$ cat config.mk
export PLATFORM = sky130hd
export DESIGN_NAME = fft_butterfly_pipe
export DESIGN_NICKNAME = d
export VERILOG_FILES = /design/src/rtl/fft_consts.sv /design/src/rtl/fft_cmul.sv /design/src/rtl/fft_butterfly_pipe.sv
export SDC_FILE = /design/constraint.sdc
export NUM_CORES = 2
export LEC_CHECK = 0
export CELL_PAD_IN_SITES_DETAIL_PLACEMENT = 1
export CELL_PAD_IN_SITES_GLOBAL_PLACEMENT = 2
export CORE_ASPECT_RATIO = 1.2
export CORE_MARGIN = 2
export CORE_UTILIZATION = 25
export DETAILED_ROUTE_END_ITERATION = 8
export PLACE_DENSITY_LB_ADDON = 0.25
export SYNTH_ARGS = -nofsm -noshare
export SYNTH_HDL_FRONTEND = slang
export SYNTH_SLANG_ARGS = --single-unit
$ cat constraint.sdc
create_clock -name clk -period 27.6 [get_ports clk]
set_input_delay 5.52 -clock clk [delete_from_list [all_inputs] [get_ports clk]]
set_output_delay 5.52 -clock clk [all_outputs]
set_load 0.01 [all_outputs]
$ cat src/rtl/fft_consts.sv
// fft_consts: shared constants and payload types for the FFT butterfly datapath.
//   N_LOG2   : log2 of FFT size (address width)
//   DATA_W   : sample component width, Q1.(DATA_W-1)
//   TW_W     : twiddle component width, Q1.(TW_W-1)
//   BFLY_LAT : issue-to-write latency of fft_butterfly_pipe in cycles
package fft_consts;

  localparam int unsigned N_LOG2   = 4;
  localparam int unsigned DATA_W   = 16;
  localparam int unsigned TW_W     = 16;
  localparam int unsigned BFLY_LAT = 4;

  // Complex sample as stored in the ping-pong banks: {re, im}
  typedef struct packed {
    logic signed [DATA_W-1:0] re;
    logic signed [DATA_W-1:0] im;
  } cplx_t;

  // Per-butterfly bookkeeping that travels alongside the data
  typedef struct packed {
    logic [N_LOG2-1:0] addr_a;
    logic [N_LOG2-1:0] addr_b;
    logic [N_LOG2-1:0] stage;
    logic              wr_bank;
  } bfly_meta_t;

endpackage

$ cat src/rtl/fft_cmul.sv
// fft_cmul: registered complex multiply P = B * W with round-half-up back to
// the B scale. Full-precision products, + 2^(W_W-2), >>> (W_W-1), kept at
// B_W+1 bits so that |B*W| slightly above full scale is still representable.
// Ports:
//   clk, rst        : clock, async active-high reset
//   b_re, b_im      : operand B, Q1.(B_W-1)
//   w_re, w_im      : twiddle W, Q1.(W_W-1)
//   p_re, p_im      : registered product, B_W+1 bits signed
module fft_cmul #(
  parameter int unsigned B_W = 16,
  parameter int unsigned W_W = 16
) (
  input  logic                  clk,
  input  logic                  rst,
  input  logic signed [B_W-1:0] b_re,
  input  logic signed [B_W-1:0] b_im,
  input  logic signed [W_W-1:0] w_re,
  input  logic signed [W_W-1:0] w_im,
  output logic signed [B_W:0]   p_re,
  output logic signed [B_W:0]   p_im
);

  localparam int unsigned PROD_W = B_W + W_W;
  localparam int unsigned SUM_W  = PROD_W + 1;
  localparam logic signed [SUM_W-1:0] RND = SUM_W'(1) << (W_W - 2);

  logic signed [PROD_W-1:0] rr, ii, ri, ir;
  logic signed [SUM_W-1:0]  sum_re, sum_im;
  logic signed [B_W:0]      p_re_c, p_im_c;

  // Cross products, complex combine and rounding
  always_comb begin
    rr     = PROD_W'(b_re) * PROD_W'(w_re);
    ii     = PROD_W'(b_im) * PROD_W'(w_im);
    ri     = PROD_W'(b_re) * PROD_W'(w_im);
    ir     = PROD_W'(b_im) * PROD_W'(w_re);
    sum_re = SUM_W'(rr) - SUM_W'(ii);
    sum_im = SUM_W'(ri) + SUM_W'(ir);
    p_re_c = (B_W+1)'((sum_re + RND) >>> (W_W - 1));
    p_im_c = (B_W+1)'((sum_im + RND) >>> (W_W - 1));
  end

  // Product register (pipeline stage P3)
  always_ff @(posedge clk or posedge rst) begin
    if (rst) begin
      p_re <= '0;
      p_im <= '0;
    end else begin
      p_re <= p_re_c;
      p_im <= p_im_c;
    end
  end

endmodule

$ cat src/rtl/fft_butterfly_pipe.sv
// fft_butterfly_pipe: 4-stage radix-2 DIT butterfly, A' = A + B*W, B' = A - B*W,
// one butterfly per cycle, writes to the opposite ping-pong bank 4 cycles
// after issue. No stall or backpressure.
// Optional macro FFT_BFLY_SCALE_EN: outputs are halved with round-half-up
// (1/N overall FFT gain); otherwise outputs saturate to DATA_W.
// Ports:
//   clk, rst                  : clock, async active-high reset
//   in_valid, rd_addrA/B      : butterfly issue from the address generator
//   twiddle_idx, stage        : butterfly index within group, current stage
//   bank_sel                  : read bank; results go to ~bank_sel
//   agu_done                  : address generator finished (level)
//   rd_dataA/B                : operand data {re,im}, one cycle after issue
//   tw_addr                   : twiddle ROM address (combinational)
//   tw_data                   : twiddle {re,im}, one cycle after tw_addr
//   wr_en, wr_bank            : result write strobe and destination bank
//   wr_addrA/B, wr_dataA/B    : result addresses and data {re,im}
//   drained                   : no valid entry anywhere in the pipe
//   done_out                  : one-cycle pulse once the FFT is written back
//   hazard_err                : sticky flag, issue overlapped a different stage
module fft_butterfly_pipe #(
  parameter int unsigned N_LOG2 = fft_consts::N_LOG2,
  parameter int unsigned DATA_W = fft_consts::DATA_W,
  parameter int unsigned TW_W   = fft_consts::TW_W
) (
  input  logic                  clk,
  input  logic                  rst,
  input  logic                  in_valid,
  input  logic [N_LOG2-1:0]     rd_addrA,
  input  logic [N_LOG2-1:0]     rd_addrB,
  input  logic [N_LOG2-2:0]     twiddle_idx,
  input  logic [N_LOG2-1:0]     stage,
  input  logic                  bank_sel,
  input  logic                  agu_done,
  input  logic [2*DATA_W-1:0]   rd_dataA,
  input  logic [2*DATA_W-1:0]   rd_dataB,
  output logic [N_LOG2-2:0]     tw_addr,
  input  logic [2*TW_W-1:0]     tw_data,
  output logic                  wr_en,
  output logic                  wr_bank,
  output logic [N_LOG2-1:0]     wr_addrA,
  output logic [N_LOG2-1:0]     wr_addrB,
  output logic [2*DATA_W-1:0]   wr_dataA,
  output logic [2*DATA_W-1:0]   wr_dataB,
  output logic                  drained,
  output logic                  done_out,
  output logic                  hazard_err
);

  localparam int unsigned LAT = fft_consts::BFLY_LAT;
  localparam int unsigned CW  = 2 * DATA_W;
  localparam int unsigned PW  = DATA_W + 1;
  localparam int unsigned SW  = DATA_W + 2;
  localparam logic [N_LOG2-1:0]     STAGE_MAX = N_LOG2'(N_LOG2 - 1);
  localparam logic signed [SW-1:0]  SAT_MAX   = SW'((1 << (DATA_W - 1)) - 1);
  localparam logic signed [SW-1:0]  SAT_MIN   = ~SAT_MAX;

  // v_q[0..2] are the P1..P3 valid bits; wr_en is the P4 valid bit
  logic [LAT-2:0]         v_q;
  fft_consts::bfly_meta_t meta_q [LAT];
  logic signed [DATA_W-1:0] a2_re, a2_im, b2_re, b2_im, a3_re, a3_im;
  logic signed [TW_W-1:0]   w2_re, w2_im;
  logic signed [PW-1:0]     p_re, p_im;
  logic signed [SW-1:0]     sum_a_re, sum_a_im, sum_b_re, sum_b_im;
  logic                     agu_q, pending_done;
  logic                     agu_rise_c, drained_next_c, hazard_c;

  // Final reduction of a DATA_W+2 bit sum back to DATA_W
  function automatic logic [DATA_W-1:0] reduce(input logic signed [SW-1:0] x);
`ifdef FFT_BFLY_SCALE_EN
    return DATA_W'((x + SW'(1)) >>> 1);
`else
    if (x > SAT_MAX)      return DATA_W'(SAT_MAX);
    else if (x < SAT_MIN) return DATA_W'(SAT_MIN);
    else                  return DATA_W'(x);
`endif
  endfunction

  // Twiddle ROM address: j scaled by 2^(N_LOG2-1-stage)
  always_comb begin
    tw_addr = '0;
    if (stage <= STAGE_MAX) tw_addr = twiddle_idx << (STAGE_MAX - stage);
  end

  // Output add/subtract feeding P4
  always_comb begin
    sum_a_re = SW'(a3_re) + SW'(p_re);
    sum_a_im = SW'(a3_im) + SW'(p_im);
    sum_b_re = SW'(a3_re) - SW'(p_re);
    sum_b_im = SW'(a3_im) - SW'(p_im);
  end

  // Stage-overlap check of a new issue against every valid entry
  always_comb begin
    hazard_c = 1'b0;
    for (int i = 0; i < LAT - 1; i++) begin
      if (v_q[i] && (meta_q[i].stage != stage)) hazard_c = 1'b1;
    end
    if (wr_en && (meta_q[LAT-1].stage != stage)) hazard_c = 1'b1;
    hazard_c = hazard_c & in_valid;
  end

  // Done tracking looks at next-cycle occupancy so the pulse lands right
  // after the final write rather than one cycle later
  always_comb begin
    agu_rise_c     = agu_done & ~agu_q;
    drained_next_c = ~(in_valid | (|v_q));
    drained        = ~((|v_q) | wr_en);
  end

  fft_cmul #(
    .B_W (DATA_W),
    .W_W (TW_W)
  ) u_cmul (
    .clk  (clk),
    .rst  (rst),
    .b_re (b2_re),
    .b_im (b2_im),
    .w_re (w2_re),
    .w_im (w2_im),
    .p_re (p_re),
    .p_im (p_im)
  );

  // Pipeline registers, result registers and status flags
  always_ff @(posedge clk or posedge rst) begin
    if (rst) begin
      v_q          <= '0;
      for (int i = 0; i < LAT; i++) meta_q[i] <= '0;
      a2_re        <= '0;
      a2_im        <= '0;
      b2_re        <= '0;
      b2_im        <= '0;
      w2_re        <= '0;
      w2_im        <= '0;
      a3_re        <= '0;
      a3_im        <= '0;
      wr_en        <= 1'b0;
      wr_dataA     <= '0;
      wr_dataB     <= '0;
      hazard_err   <= 1'b0;
      agu_q        <= 1'b0;
      pending_done <= 1'b0;
      done_out     <= 1'b0;
    end else begin
      // P1: issue bookkeeping
      v_q       <= {v_q[LAT-3:0], in_valid};
      meta_q[0] <= '{addr_a: rd_addrA, addr_b: rd_addrB, stage: stage,
                     wr_bank: ~bank_sel};
      // P2: operand and twiddle capture
      meta_q[1] <= meta_q[0];
      a2_re     <= rd_dataA[CW-1:DATA_W];
      a2_im     <= rd_dataA[DATA_W-1:0];
      b2_re     <= rd_dataB[CW-1:DATA_W];
      b2_im     <= rd_dataB[DATA_W-1:0];
      w2_re     <= tw_data[2*TW_W-1:TW_W];
      w2_im     <= tw_data[TW_W-1:0];
      // P3: product registered inside u_cmul, A delayed to match
      meta_q[2] <= meta_q[1];
      a3_re     <= a2_re;
      a3_im     <= a2_im;
      // P4: results only update on a valid butterfly so outputs hold otherwise
      wr_en     <= v_q[LAT-2];
      if (v_q[LAT-2]) begin
        meta_q[LAT-1] <= meta_q[2];
        wr_dataA      <= {reduce(sum_a_re), reduce(sum_a_im)};
        wr_dataB      <= {reduce(sum_b_re), reduce(sum_b_im)};
      end

      if (hazard_c) hazard_err <= 1'b1;

      agu_q <= agu_done;
      if ((pending_done | agu_rise_c) & drained_next_c) begin
        done_out     <= 1'b1;
        pending_done <= 1'b0;
      end else begin
        done_out <= 1'b0;
        if (agu_rise_c) pending_done <= 1'b1;
      end
    end
  end

  assign wr_bank  = meta_q[LAT-1].wr_bank;
  assign wr_addrA = meta_q[LAT-1].addr_a;
  assign wr_addrB = meta_q[LAT-1].addr_b;

endmodule

==> results.md <==
| Parameter | This run | Unit |
|---|---|---|
| Run status | finished clean | - |
| Minimum period implied by the final worst setup slack | 13.01 | ns |
| Buffers added on ports | 195 | - |
| Hold-critical path endpoint | a3_re[3] | - |
| Class of the tightest hold or removal check | register to register | - |
| GR Util met3 | 1.33 | % |
| Count of cells along the worst hold path | 0 | - |
| Slew margin rel. | 28.6 | % |
| HPWL after DPL | 119,000 | µm |
| Max-cap check violation count | 0 | - |
| Delay of the slowest cell on the worst path | 0.65 | ns |
| Global-route usage over all layers | 15.0 | % |
| Post-synthesis area per instance | 9.81 | µm² |
| Crit-path max FO | 7 | - |
| Syn Inst Count | 5,184 | - |
| Cell class contributing the biggest share of worst-path delay | buffers and inverters | - |
| Post-route fraction of the period consumed by the critical path | 47.1 | % |
| CTS tree | yes | - |
| Worst-case reg-to-reg path depth | 24 | - |
| Post-synthesis mux area share | 0.369 | % |
| DRC violation count after routing | 0 | - |
| Maximum clock rate | 76.9 | MHz |
| Hold bufs inserted after CTS | 0 | - |
| Global routing's busiest layer | met2 | - |
| CP endpoint kind | primary output | - |
| Antenna-violating nets left | 0 | - |
| Worst endpoint data arrival time | 7.49 | ns |
| Net count of the finished layout | 6,882 | - |
| Flip-flop and latch count after synthesis | 286 | - |
| Post-Route Skew | 0.0500 | ns |
| Largest family of logic cells by synthesized area | adder cells | - |
| Gr ovfl total | 0 | - |
| Setup repair after global routing missed its margin | no | - |
| Number of sinks handled by clock tree synthesis | 286 | - |
| TritonCTS Buffers | 38 | - |
| Buffer depth of the longest clock path | 3 | - |
| Pins Over Slew Limit | 0 | - |
| Type of the worst setup path | input port to primary output | - |
| Share of async-settable or async-resettable flops after synthesis | 100 | % |
| Boundary Pins | 196 | - |
| Post CTS Setup Buffer Count | 0 | - |
| Clock latency on the worst-skew pair | 0.65 | ns |
| Sequential fraction of the synthesis area | 14.1 | % |
| Die Area | 207,000 | µm² |
| Dominant register cell in the synthesized netlist | sky130_fd_sc_hd__dfrtp_1 | - |
| CP startpoint kind | input port | - |
| XOR/XNOR Fraction of Synth Area | 2.41 | % |
| Number of cells on the critical path | 7 | - |
| R2R setup slack | 18.60 | ns |
| Largest net degree at the start of global routing | 141 | - |
| EDFF count, synth | 0 | - |
| Critical path buffer and inverter count | 3 | - |
| Yosys warning total | 0 | - |
| Core area | 202,000 | µm² |
| Die height | 498 | µm |
| Post-Synth Simple-Gate Area | 13.0 | % |
| Worst reg2reg startpoint | w2_im[0] | - |
| Crit-path cells | clkdlybuf4s50_1, inv_1, ha_1, nor2_1, nand3_1, nor2_1, clkdlybuf4s50_1 | - |
| Met2 capacity usage during global routing | 26.6 | % |
| Router iterations before antenna repair | 5 | - |
| Post-synthesis compound-gate area fraction | 3.85 | % |
| Worst Tran Pin Value | 1.07 | ns |
| Worst Min Path Start | a2_re[3] | - |
| Adder and majority gate portion of the synthesized area | 54.4 | % |
| Area delta synth->final | 12.3 | % |
| Worst reg2reg path endpoint | u_cmul.p_re[16] | - |
| Number of H-tree branching levels | 2 | - |
| Initial antenna violation count | 18 | - |
| Cell at the root of the clock tree | sky130_fd_sc_hd__clkbuf_16 | - |
| Floorplan row count | 181 | - |
| Number of distinct library cells after synthesis | 71 | - |
| Library cell contributing the largest single delay on the critical path | sky130_fd_sc_hd__clkdlybuf4s50_1 | - |
| Final weighted congestion in routability-driven placement | 0.793 | - |
| Drt total wl | 150,000 | µm |
| Met1 track utilization from global routing | 19.5 | % |
| Required arrival time at the worst endpoint | 22.08 | ns |
| Setup tns final | 0 | ns |
| Vias per inst | 4.23 | - |
| Via total after detailed routing | 33,600 | - |
| Global-route wire length before repair | 239,000 | µm |
| Number of global-route vias before repair | 39,700 | - |
| Share of post-route cells with drive strength above 1 | 3.18 | % |
| Die W | 416 | µm |
| Post-Synthesis Net Count | 6,818 | - |
| Initial cell density of the core | 25.1 | % |
| Iteration-0 DRC Markers | 1,083 | - |
| Average wire per standard cell | 18.8 | µm |
| Cts repair resizes | 0 | - |
| Final-report setup violation count | 0 | - |
| Post-CTS clock slew at the launch and capture registers of the worst setup and hold paths | 0.05 | ns |
| Netlist area before placement | 50,900 | µm² |
| Total count of hold-check failures in the final report | 0 | - |
-- stage by stage --
stage	util, %	hold WS (ns)	std cells	instance area [µm²]	setup WS, ns
global placement	27.5	0.332	7861	55700	14.54
global route	28.2	0.355	7934	57100	14.42
floorplan	-	0.331	5184	50900	14.19
CTS	28.2	0.348	7929	57100	14.57
detailed placement	27.5	0.336	7861	55700	14.58
finish	28.2	0.345	7945	57100	14.59
-- cells in the final DEF, fill, tap and decap left out, types with 16 or more instances in the layout --
cell / n
sky130_fd_sc_hd__a21o_1: 17
sky130_fd_sc_hd__a21oi_1: 90
sky130_fd_sc_hd__and2_1: 460
sky130_fd_sc_hd__buf_4: 69
sky130_fd_sc_hd__clkbuf_16: 38
sky130_fd_sc_hd__clkdlybuf4s50_1: 195
sky130_fd_sc_hd__dfrtp_1: 282
sky130_fd_sc_hd__diode_2: 16
sky130_fd_sc_hd__fa_1: 1153
sky130_fd_sc_hd__ha_1: 365
sky130_fd_sc_hd__inv_1: 1354
sky130_fd_sc_hd__nand2_1: 538
sky130_fd_sc_hd__nand2b_1: 41
sky130_fd_sc_hd__nand3_1: 18
sky130_fd_sc_hd__nor2_1: 139
sky130_fd_sc_hd__nor2b_1: 47
sky130_fd_sc_hd__nor3_1: 46
sky130_fd_sc_hd__o21ai_0: 34
sky130_fd_sc_hd__o21bai_1: 19
sky130_fd_sc_hd__o22a_1: 30
sky130_fd_sc_hd__xnor2_1: 105
sky130_fd_sc_hd__xor2_1: 35
-- registers in the layout, indices dropped and copies added (netlist names), 16 cells and up --
signal       flops
b2_im           16
a2_im           16
a3_im           16
w2_im           16
u_cmul.p_re     17
a2_re           16
w2_re           16
wr_dataA        32
meta_q          43
wr_dataB        32
b2_re           16
u_cmul.p_im     17
a3_re           16
-- cells by family (layout without fill, tap and decap cells) --
kind of cell | after synthesis | count (layout)
flip-flops | 286 | 286
AND/OR/NAND/NOR | 1337 | 1337
multiplexers | 17 | 17
other | 0 | 16
XOR/XNOR | 140 | 140
AO/OA/AOI/OAI | 289 | 289
buffers and inverters | 1597 | 1689
adder cells (fa/ha/maj) | 1518 | 1518
-- routing by layer --
metal | part of all wire [%] | wire [µm]
met1 | 44 | 66100
met2 | 51 | 76000
met3 | 2.6 | 3820
met4 | 2.5 | 3750
met5 | 0.0087 | 13
-- worst reg2reg max path, stage by stage (launching register included) --
cell and delay, ns:
sky130_fd_sc_hd__dfrtp_1 0.32, sky130_fd_sc_hd__buf_4 0.39, sky130_fd_sc_hd__nand2_1 0.21, sky130_fd_sc_hd__inv_1 0.76
sky130_fd_sc_hd__fa_1 0.56, sky130_fd_sc_hd__inv_1 0.08, sky130_fd_sc_hd__fa_1 0.41, sky130_fd_sc_hd__inv_1 0.07
sky130_fd_sc_hd__fa_1 0.41, sky130_fd_sc_hd__inv_1 0.09, sky130_fd_sc_hd__fa_1 0.44, sky130_fd_sc_hd__fa_1 0.62
sky130_fd_sc_hd__fa_1 0.45, sky130_fd_sc_hd__fa_1 0.49, sky130_fd_sc_hd__inv_1 0.05, sky130_fd_sc_hd__fa_1 0.47
sky130_fd_sc_hd__inv_1 0.04, sky130_fd_sc_hd__ha_1 0.31, sky130_fd_sc_hd__a2111o_1 0.47, sky130_fd_sc_hd__a221oi_1 0.35
sky130_fd_sc_hd__o221ai_1 0.49, sky130_fd_sc_hd__a221oi_1 0.58, sky130_fd_sc_hd__o21ai_0 0.28, sky130_fd_sc_hd__o41ai_1 0.39
sky130_fd_sc_hd__xnor2_1 0.16
-- worst max-delay path by stage --
stage | start | to | slack (ns)
after CTS | stage[2] | tw_addr[0] | 14.57
after global routing | stage[2] | tw_addr[0] | 14.42
final | stage[2] | tw_addr[0] | 14.59
after detailed placement | stage[2] | tw_addr[0] | 14.58
after global placement | stage[2] | tw_addr[0] | 14.54
after floorplan | rst | a2_im[0] | 14.19
-- Yosys cell counts (all sizes together) (7+ instances only) --
cell,n,area share [%]
a21oi,91,0.90
and2,460,5.7
nor3,46,0.45
xnor2,105,1.8
nand2b,41,0.50
a21o,17,0.25
inv,1356,10
a31oi,9,0.11
fa,1153,45
a211oi,8,0.12
dfrtp,286,14
mux2,14,0.31
o21a,14,0.21
or2,7,0.086
nor2,139,1.0
nand3,18,0.18
nand2,538,4.0
clkbuf,219,1.6
nor2b,47,0.58
ha,365,9.0
xor2,35,0.60
o21bai,19,0.28
buf,22,0.26
o21ai,37,0.36
o211ai,12,0.19
o22a,30,0.52
-- cell type report --
cell class	instances	area, µm²
Antenna cell	16	40.0
Inverter	1356	5100
Tap cell	2653	3320
Clock buffer	50	1060
Clock inverter	18	284
Fill cell	23200	145000
Sequential cell	286	7160
Multi-Input combinational cell	3301	37700
Timing Repair Buffer	265	2490
Power is left out: the tool's default activity adds up to more than one toggle a clock period on the data nets, which glitch-free logic cannot reach.
